[src/rtl/convolutor_pkg.sv]
// convolutor_pkg: shared state encoding and default operand width; PARITY state exists only under PARITY_EN
package convolutor_pkg;
  localparam int WORD_W_DEF = 6;
  typedef enum logic [2:0] {
    IDLE,
    RECV_A,
    RECV_B,
`ifdef PARITY_EN
    PARITY,
`endif
    HOLD
  } state_t;
endpackage

[src/rtl/serial_in_shifter.sv]
// serial_in_shifter: LSB-first shift register, new bit enters at the MSB, with synchronous clear
module serial_in_shifter #(
  parameter int W = 6
) (
  input  logic         clock,
  input  logic         reset,
  input  logic         clr,
  input  logic         en,
  input  logic         din,
  output logic [W-1:0] q
);
  // clear wins over shift so a restart always begins from an empty word
  always_ff @(posedge clock or posedge reset)
    if (reset) q <= '0;
    else if (clr) q <= '0;
    else if (en) q <= {din, q[W-1:1]};
endmodule

[src/rtl/operand_deserializer.sv]
// operand_deserializer: collects two serial LSB-first operands into a registered A/B pair; PARITY_EN adds a trailing even-parity bit
module operand_deserializer
  import convolutor_pkg::*;
#(
  parameter int WORD_W = WORD_W_DEF
) (
  input  logic              clock,
  input  logic              reset,
  input  logic              start,
  input  logic              sin,
  input  logic              sin_valid,
  input  logic              out_ready,
  output logic [WORD_W-1:0] A,
  output logic [WORD_W-1:0] B,
  output logic              out_valid,
  output logic              busy,
  output logic              frame_err
);
  localparam int CW = $clog2(WORD_W + 1);
  state_t state, next;
  logic [CW-1:0] cnt;
  logic [WORD_W-1:0] sa, sb, b_new;
  logic restart, take, last, en_a, en_b, load, par_ok, par_bad;
  assign restart = start && state != HOLD;
  assign take = (state == RECV_A || state == RECV_B) && sin_valid && !start;
  assign last = take && cnt == CW'(WORD_W - 1);
  assign par_ok = ~^{sa, sb, sin};
  serial_in_shifter #(.W(WORD_W)) u_sh_a (.clock(clock), .reset(reset), .clr(restart), .en(en_a), .din(sin), .q(sa));
  serial_in_shifter #(.W(WORD_W)) u_sh_b (.clock(clock), .reset(reset), .clr(restart), .en(en_b), .din(sin), .q(sb));
  // state register
  always_ff @(posedge clock or posedge reset)
    if (reset) state <= IDLE;
    else state <= next;
  // next-state: start restarts any receiving state, HOLD waits for the handshake
  always_comb begin
    next = state;
    case (state)
      IDLE:   next = start ? RECV_A : IDLE;
      RECV_A: next = start ? RECV_A : last ? RECV_B : RECV_A;
`ifdef PARITY_EN
      RECV_B: next = start ? RECV_A : last ? PARITY : RECV_B;
      PARITY: next = start ? RECV_A : !sin_valid ? PARITY : par_ok ? HOLD : IDLE;
`else
      RECV_B: next = start ? RECV_A : last ? HOLD : RECV_B;
`endif
      HOLD:   next = out_ready ? IDLE : HOLD;
      default: next = IDLE;
    endcase
  end
  // outputs and datapath controls decoded from the current state
  always_comb begin
    busy = state != IDLE;
    out_valid = state == HOLD;
    en_a = take && state == RECV_A;
    en_b = take && state == RECV_B;
`ifdef PARITY_EN
    load = state == PARITY && sin_valid && !start && par_ok;
    par_bad = state == PARITY && sin_valid && !start && !par_ok;
    b_new = sb;
`else
    load = last && state == RECV_B;
    par_bad = 1'b0;
    b_new = {sin, sb[WORD_W-1:1]};
`endif
  end
  // bit counter restarts at every word boundary and on every restart
  always_ff @(posedge clock or posedge reset)
    if (reset) cnt <= '0;
    else if (restart || last) cnt <= '0;
    else if (take) cnt <= cnt + 1'b1;
  // A/B change only when a complete, accepted frame is loaded
  always_ff @(posedge clock or posedge reset)
    if (reset) begin
      A <= '0;
      B <= '0;
    end else if (load) begin
      A <= sa;
      B <= b_new;
    end
`ifdef PARITY_EN
  // one-cycle pulse on a parity mismatch
  always_ff @(posedge clock or posedge reset)
    if (reset) frame_err <= 1'b0;
    else frame_err <= par_bad;
`else
  assign frame_err = par_bad;
`endif
endmodule

[config.mk]
export PLATFORM = sky130hd
export DESIGN_NAME = operand_deserializer
export DESIGN_NICKNAME = d
export VERILOG_FILES = /design/src/rtl/convolutor_pkg.sv /design/src/rtl/serial_in_shifter.sv /design/src/rtl/operand_deserializer.sv
export SDC_FILE = /design/constraint.sdc
export NUM_CORES = 1
export LEC_CHECK = 0
export CAP_MARGIN = 20
export CORE_UTILIZATION = 45
export CTS_CLUSTER_DIAMETER = 60
export DETAILED_ROUTE_END_ITERATION = 8
export DONT_BUFFER_PORTS = 1
export PLACE_DENSITY = 0.58
export RECOVER_POWER = 50
export SETUP_SLACK_MARGIN = 0.2
export SLEW_MARGIN = 20
export SYNTH_ARGS = -nofsm -noshare
export SYNTH_HDL_FRONTEND = slang
export SYNTH_SLANG_ARGS = --single-unit
[constraint.sdc]
create_clock -name clock -period 1.8 [get_ports clock]
set_clock_uncertainty 0.05 [all_clocks]
set_input_delay 0.54 -clock clock [delete_from_list [all_inputs] [get_ports clock]]
set_output_delay 0.54 -clock clock [all_outputs]
set_load 0.02 [all_outputs]
# After elaboration in Yosys (flattened, before gate mapping)

Cells that the tools add are included.

Output and inout bits: 15
Flip-flop bits (word level): 30

Reductions and logical operators: 15
$add $sub $neg: 1
Eq/ne operators: 5
Mux-type cells: 13

Operators with widths:

| cell                                                                    | number |
|---|---|
| 6-bit 2-to-1 mux                                                        | 4 |
| 2-bit 2-to-1 mux                                                        | 4 |
| 2-bit case mux with 4 select lines                                      | 1 |
| 1-bit logical AND                                                       | 7 |
| 3-bit by 2-bit == test with 1-bit output, second input constant         | 2 |
| 3-bit 2-to-1 mux                                                        | 2 |
| 2-bit nonzero test                                                      | 3 |
| 3-bit by 1-bit adder with 3-bit output, second input constant           | 1 |
| 3-bit by 1-bit == test with 1-bit output, second input constant         | 1 |
| 3-bit == test, second input constant                                    | 1 |
| 3-bit logical NOT                                                       | 1 |
| 3-bit by 2-bit inequality test with 1-bit output, second input constant | 1 |
| 3-bit nonzero test                                                      | 1 |
| 1-bit logical OR                                                        | 2 |
| 1-bit 2-to-1 mux                                                        | 2 |
| 1-bit logical NOT                                                       | 1 |

# Depth between registers and ports, before layout

Gate-level depths: netlist (run 1).

Depth in word-level cells: 8
Gate-level depth with buffers: 6

# Hierarchy

A second synthesis (run 1) with hierarchy kept.

Cells, all modules: 109
Area, all modules: 1363.8 um2

Modules (own cells, without submodules):

| module               | times used | area each (um2) | cells each | sequential area each (um2) |
|---|---|---|---|---|
| operand_deserializer | 1          | 868.3           | 69         | 425.4 |
| serial_in_shifter    | 2          | 247.7           | 20         | 150.1 |

# Worst setup path after synthesis (run 1)

OpenSTA, ideal clock, no wires.

Path type: register -> register
From: reg state[0]
To: reg A[0]
Data required time: 1.625 ns
Buffers on the path: 1
Setup time: 0.125 ns
Cell stages (with the launch flop): 7
Period minus slack after synthesis: 1.806 ns
Slack: -0.006 ns
Data arrival time: 1.631 ns
Path through: dfrtp_1 inv_1 ha_1 nand4_2 nor3b_4 buf_12 mux2_4

Cells in the longest elaborated chain, start to end: 6
Elaborated cells on any way between the ends: 7
Classes of those cells: eq/ne (2); reduce/logical (5)

Ends and longest elaborated chain:

| element                                                                                                     | line                                                   | text |
|---|---|---|
| start: declaration                                                                                          | operand_deserializer.sv:20                             | `state_t state, next;` |
| start signal: assignment                                                                                    | operand_deserializer.sv:33                             | `else state <= next;` |
| 3-bit by 1-bit == test with 1-bit output / 3-bit by 2-bit == test with 1-bit output (equally long branches) | operand_deserializer.sv:25, operand_deserializer.sv:61 |  |
| 1-bit logical OR                                                                                            | operand_deserializer.sv:25                             | `assign take = (state == RECV_A \|\| state == RECV_B) && sin_valid && !start;` |
| 1-bit logical AND (2 in a row)                                                                              | operand_deserializer.sv:25                             |  |
| 1-bit logical AND                                                                                           | operand_deserializer.sv:26                             | `assign last = take && cnt == CW'(WORD_W - 1);` |
| 1-bit logical AND *                                                                                         | operand_deserializer.sv:61                             | `load = last && state == RECV_B;` |
| end signal: assignment                                                                                      | operand_deserializer.sv:74                             | `A <= '0;` |
| end signal: assignment                                                                                      | operand_deserializer.sv:77                             | `A <= sa;` |
| end: declaration                                                                                            | operand_deserializer.sv:13                             | `output logic [WORD_W-1:0] A,` |

Every way passes the cells marked *; elsewhere a longest branch is shown, timed or not.
A chain may end at the register's enable or synchronous reset.

# Worst setup path after layout (run 1)

From: reg state[0]
To: out out_valid

Cells in the longest elaborated chain, start to end: 1

Ends and longest elaborated chain:

| element                                  | line                       | text |
|---|---|---|
| 3-bit by 2-bit == test with 1-bit output | operand_deserializer.sv:53 | `out_valid = state == HOLD;` |
| end: declaration                         | operand_deserializer.sv:15 | `output logic out_valid,` |

Every way passes these cells.

==> results of run 1 <==
==> Yosys cell counts, drive strengths merged <==
master  instances
and4            1
nand2          22
mux2           12
ha              6
dfrtp          28
nor3b           1
nand4           1
and4b           2
a31o            1
conb            1
a211oi          1
a21oi           1
o211ai          1
buf             4
o21ai          14
clkbuf          2
nand2b          3
inv             5
nor3            3
nor2            2
nand3b          1
o31ai           1
xor2            1
==> flip-flops by register name, summed over array words and instances, names as in the netlist <==
signal,flops
A,6
B,6
cnt,3
state,2
u_sh_a.q,6
u_sh_b.q,5
==> kinds of logic after synthesis <==
logic type / after synthesis
XOR/XNOR: 1
AO/OA/AOI/OAI: 19
flip-flops: 28
multiplexers: 12
other: 1
adder cells (fa/ha/maj): 6
buffers and inverters: 11
AND/OR/NAND/NOR: 36
==> worst max-delay path by stage <==
stage               slack, ps        end  cells past startpoint  startpoint
floorplan                  90       A[0]                      6    state[0]
global placement           70       A[4]                      6      cnt[1]
detailed placement          9       A[4]                      6    state[0]
CTS                        20       B[1]                      7    state[0]
global route              -40       B[2]                      7    state[0]
finish                     20  out_valid                      3    state[0]
==> critical path, cell delays in order, from the launching register on <==
cell and delay (ps):
dfrtp_1 430, buf_4 160, ha_4 160, buf_6 120
==> cell type report <==
cell class              instances  area (µm²)  area share [%]
clock buffers                   4        36.3            2.31
inverters                       5        21.3            1.35
multi-input cells              76         618            39.3
flip-flops and latches         28         701            44.6
well taps                      31        38.8            2.47
repair buffers                 16         158            10.0
==> routing by layer <==
metal	share of wire, %	vias up
met1	46	427
li1	-	414
met3	2.5	4
met5	0	-
met2	50	14
met4	1.3	0
==> what timing repair did <==
item / CTS / global route
resized for setup: 10 / 2
buffers inserted: 9 / 1
endpoints found under the setup margin: 14 / 17
cloned: 1 / 1
hold endpoints to repair: 0 / 0
pin swaps: 3 / 4
==> through the flow <==
step / cell area, µm² / hold WS (ps) / cells
finish: 1570 / 213 / 160
global route: 1570 / 243 / 160
CTS: 1560 / 101 / 158
detailed placement: 1390 / 450 / 144
global placement: 1390 / 439 / 144
floorplan: 1350 / 416 / 114
==> power groups by stage <==
stage | clock, W | sequential (W) | combinational (W)
CTS | 0.000310 | 0.000669 | 0.000293
finish | 0.000298 | 0.000672 | 0.000330
global route | 0.000332 | 0.000673 | 0.000358
detailed placement | 0 | 0.000686 | 0.000202
global placement | 0 | 0.000684 | 0.000201
floorplan | 0 | 0.000682 | 0.000172
==> impl_metrics.ini, run 1 <==
[die]
fp.coreArea_mm2 = 0.00278
row_count = 19
die_h_um = 56.3
initial_utilization_pct = 47.7
dieArea_mm2 = 0.00317
ioPinCount = 21
die_x_um = 56.3

[final_layout]
syn_to_final_growth_pct = 18.5
postLayoutCoreUtil_pct = 56.5
drive_gt1_share_pct = 34.9
layout_common_cells = dfrtp_1 (28), nand2_1 (22), o21ai_0 (13)
final_nets = 142
n_antenna_cell = 0
fill_cells = 241
final_common_cell = dfrtp_1

[clock_tree]
clk_pin_slew_ps = 140
worstSkewPairLatency_ps = 320
tritoncts = yes
clock_path_buffers = 2
cts_root_buffer = clkbuf_4
cts-buffers-inserted = 3
cts.sinks = 28
holdBufCountCts = 0
htree_levels = 1

[logic_synthesis]
yosys_warnings = 0
syn_inst = 114
yosysTopAreaCellShare_pct = 52.8
synthesis.nets = 126
synth_top_family_by_area = simple AND/OR/NAND/NOR gates
synth_xor_area_share_pct = 0.660
synth.area.top_cells = dfrtp_1 (53%), mux2_4 (11%), nand2_1 (6.2%)
synthAdderAreaFrac_pct = 5.66
synth_area_mm2 = 0.00133
synthSimpleGateAreaFrac_pct = 14.7
seq_area_frac_synth_pct = 52.8
avgSynthCellArea_um2 = 11.6
synthDistinctLibCells = 27
synth.area.mux_share_pct = 13.0
synth_largest_area_cell = dfrtp_1
synth-compound-area-share_pct = 8.01
ys_seq_elements = 28

[sta]
fin_ws_ps = 22.0
rsz0062_at_grt = true
setup-tns-final_ps = 0
fmax_mhz = 562
drv_slew = 0
tightest_slew_ps = 676
hold_viol = 0
finalSetupViolations = 0
final.period_utilization_pct = 98.8
slew_headroom_pct = 54.9
period_needed_ps = 1780

[route]
routed_via_density = 5.37
num_vias = 859
wl_per_cell_um = 15.0
drt-initial-drc-count = 19
wirelength_um = 2400
drcViolationCount = 0
first_pass_iters = 3
ant_nets = 0

[placed_design]
gp_congestion = 0.804
post-dp-hpwl_um = 1470
pre_cts_ws_ps = 8.62
io_buffers = 0

[grt]
top_usage_layer = met2
grt_pass1_vias = 850
antenna_found_initial = 0
grt_util_met1_pct = 22.0
grt_overflow = 0
grt_pass1_wl_um = 4000
grt_max_degree = 29
grtUsageTotal_pct = 16.7
use_met3_pct = 4.61
use_met2_pct = 27.2

[critical_path]
r2r_start = state[0]
rrSetupSlack_ps = 30
cp.required_ps = 1210
cp-start-kind = register
worstSetupEndpointType = output port
path_max_fanout = 2
r2r-end = B[1]
reg2reg_depth = 7
crit_arrival_ps = 1190
criticalPathCategory = reg2out

[pwr]
switching_share_pct = 28.2
intPower_w = 0.000934
share_comb_of_total_power_pct = 25.4
peakVddDrop_uv = 680
clockPowerShare_pct = 22.9
power_w = 0.00130
p_seq_share_pct = 51.7
switchingPower_w = 0.000366
p_per_area_mw_per_mm2 = 826
p_leak_nw = 0.730

[min_path]
hold_class = in2async

[run]
maxCapViolCount = 0

[outcome]
status = complete, no violations
Power figures use the tool's default switching activity.
==> inputs of run 2 (changes only) <==
- PLACE_DENSITY: 0.58 -> unset
- PLACE_DENSITY_LB_ADDON: unset -> 0.2
==> run 2 against run 1 <==
  * Global-route usage fell by 0.54 points
  * Via count fell by 4.8%
  * Clock power rose by 37%
  * Die area did not move
  * Register-to-register slack barely moved
  * First-iteration DRC count fell by 26%
  * Combinational power fell by 27%
  * Sequential share of layout area rose by 3.2 points
  * Sequential cell count did not move
  * Critical endpoint is now B[2]
==> impl_metrics.ini, run 2 (synthesis gave the netlist of run 1 again) <==
[outcome]
status = complete, no violations

[die]
dieArea_mm2 = 0.00317
die_h_um = 56.3
initial_utilization_pct = 47.7
fp.coreArea_mm2 = 0.00278
ioPinCount = 21
die_x_um = 56.3
row_count = 19

[sta]
final.period_utilization_pct = 98.9
setup-tns-final_ps = 0
tightest_slew_ps = 688
period_needed_ps = 1780
hold_slack_ps = 211
drv_slew = 0
fmax_mhz = 562
fin_ws_ps = 19.5
finalSetupViolations = 0
rsz0062_at_grt = true
slew_headroom_pct = 54.1
hold_viol = 0

[critical_path]
critPathSlowestCell = dfrtp_1
crit_buf_inv = 2
rrSetupSlack_ps = 20
worstPathCellList = inv_2, ha_4, nand4_4, nor3b_4, buf_12, mux2_4
path_delay_family = flip-flops
worstSetupEndpointType = register
crit_path_max_incr_delay_ps = 410
r2r_start = state[1]
crit_arrival_ps = 1960
criticalPathCategory = reg2reg
path_max_fanout = 12
cp-start-kind = register
cp.required_ps = 1980
r2r-end = B[2]
reg2reg_depth = 6

[placed_design]
gp_congestion = 0.736
pre_cts_ws_ps = 23.5
io_buffers = 0
dp.cells = 144
post-dp-hpwl_um = 1510

[route]
drcViolationCount = 0
first_pass_iters = 4
ant_nets = 0
num_vias = 818
routed_via_density = 5.45
drt-initial-drc-count = 14
wl_per_cell_um = 14.8
wirelength_um = 2220

[final_layout]
final_nets = 132
final_common_cell = dfrtp_1
syn_to_final_growth_pct = 10.5
top_regs = A x6, B x6, u_sh_a.q x6
n_antenna_cell = 0
fin_cells = 150
layout_common_cells = dfrtp_1 (28), nand2_1 (22), o21ai_0 (14)
drive_gt1_share_pct = 27.7

[min_path]
hold_class = in2async

[grt]
antenna_found_initial = 0
grt_pass1_vias = 829
grt_pass1_wl_um = 3940
grtUsageTotal_pct = 16.1
grt_overflow = 0
grt_max_degree = 29

[pwr]
power_w = 0.00132
p_leak_nw = 0.683
p_per_area_mw_per_mm2 = 902
peakVddDrop_uv = 796

[clock_tree]
cts-buffers-inserted = 3
tritoncts = yes
cts.sinks = 28
htree_levels = 1
worstSkewPairLatency_ps = 330
holdBufCountCts = 0
clk_pin_slew_ps = 140
clock_path_buffers = 2
cts_root_buffer = clkbuf_4

[run]
maxCapViolCount = 0
[run 2: cell count changes in the layout (fill, tap and decap cells not counted), sizes merged]
cell / change
bufinv: +1
buf: -9
and4b: -1
clkbuf: -1
[run 2: cell type report]
class	instances	area [µm²]
Clock inverter	1	30.0
Clock buffer	3	22.5
Tap cell	31	38.8
Timing Repair Buffer	7	62.6
Multi-Input combinational cell	75	591
Sequential cell	28	701
Inverter	5	21.3
Fill cell	255	1320
[run 2: routing by layer]
metal	up-vias	part of all wire [%]	wire [µm]	global-route usage, %
li1	396	-	-	-
met1	400	46	1020	20.4
met2	18	49	1090	26.2
met3	4	4.1	91	5.99
met4	0	1.1	25	4.18
met5	-	0	0	0
[run 2: worst max path at each step]
stage	endpoint	startpoint	depth (start not counted)	slack (ps)
2_1_floorplan	A[0]	state[0]	6	90
3_3_place_gp	A[4]	state[0]	6	70
3_5_place_dp	A[4]	state[0]	6	20
4_1_cts	A[4]	state[1]	6	10
5_1_grt	A[0]	state[1]	6	-30
6_report	B[2]	state[1]	6	20
[run 2: where the power goes]
part | switching [W] | internal [W] | leakage (nW)
combinational | 0.000138 | 0.000103 | 0.267
sequential | 0.0000214 | 0.000652 | 0.387
clock | 0.000183 | 0.000225 | 0.0279
total | 0.000342 | 0.000981 | 0.683
[run 2: repair_timing]
item | in CTS | in global routing
pin swaps | 0 | 0
resized for setup | 2 | 2
buffers inserted | 2 | 0
endpoints found under the setup margin | 14 | 14
[run 2: through the flow]
stage | util, % | instance area [µm²]
3_3_place_gp | 50.0 | 1390
2_1_floorplan | - | 1350
6_report | 52.7 | 1470
4_1_cts | 52.5 | 1460
3_5_place_dp | 50.0 | 1390
5_1_grt | 52.7 | 1470
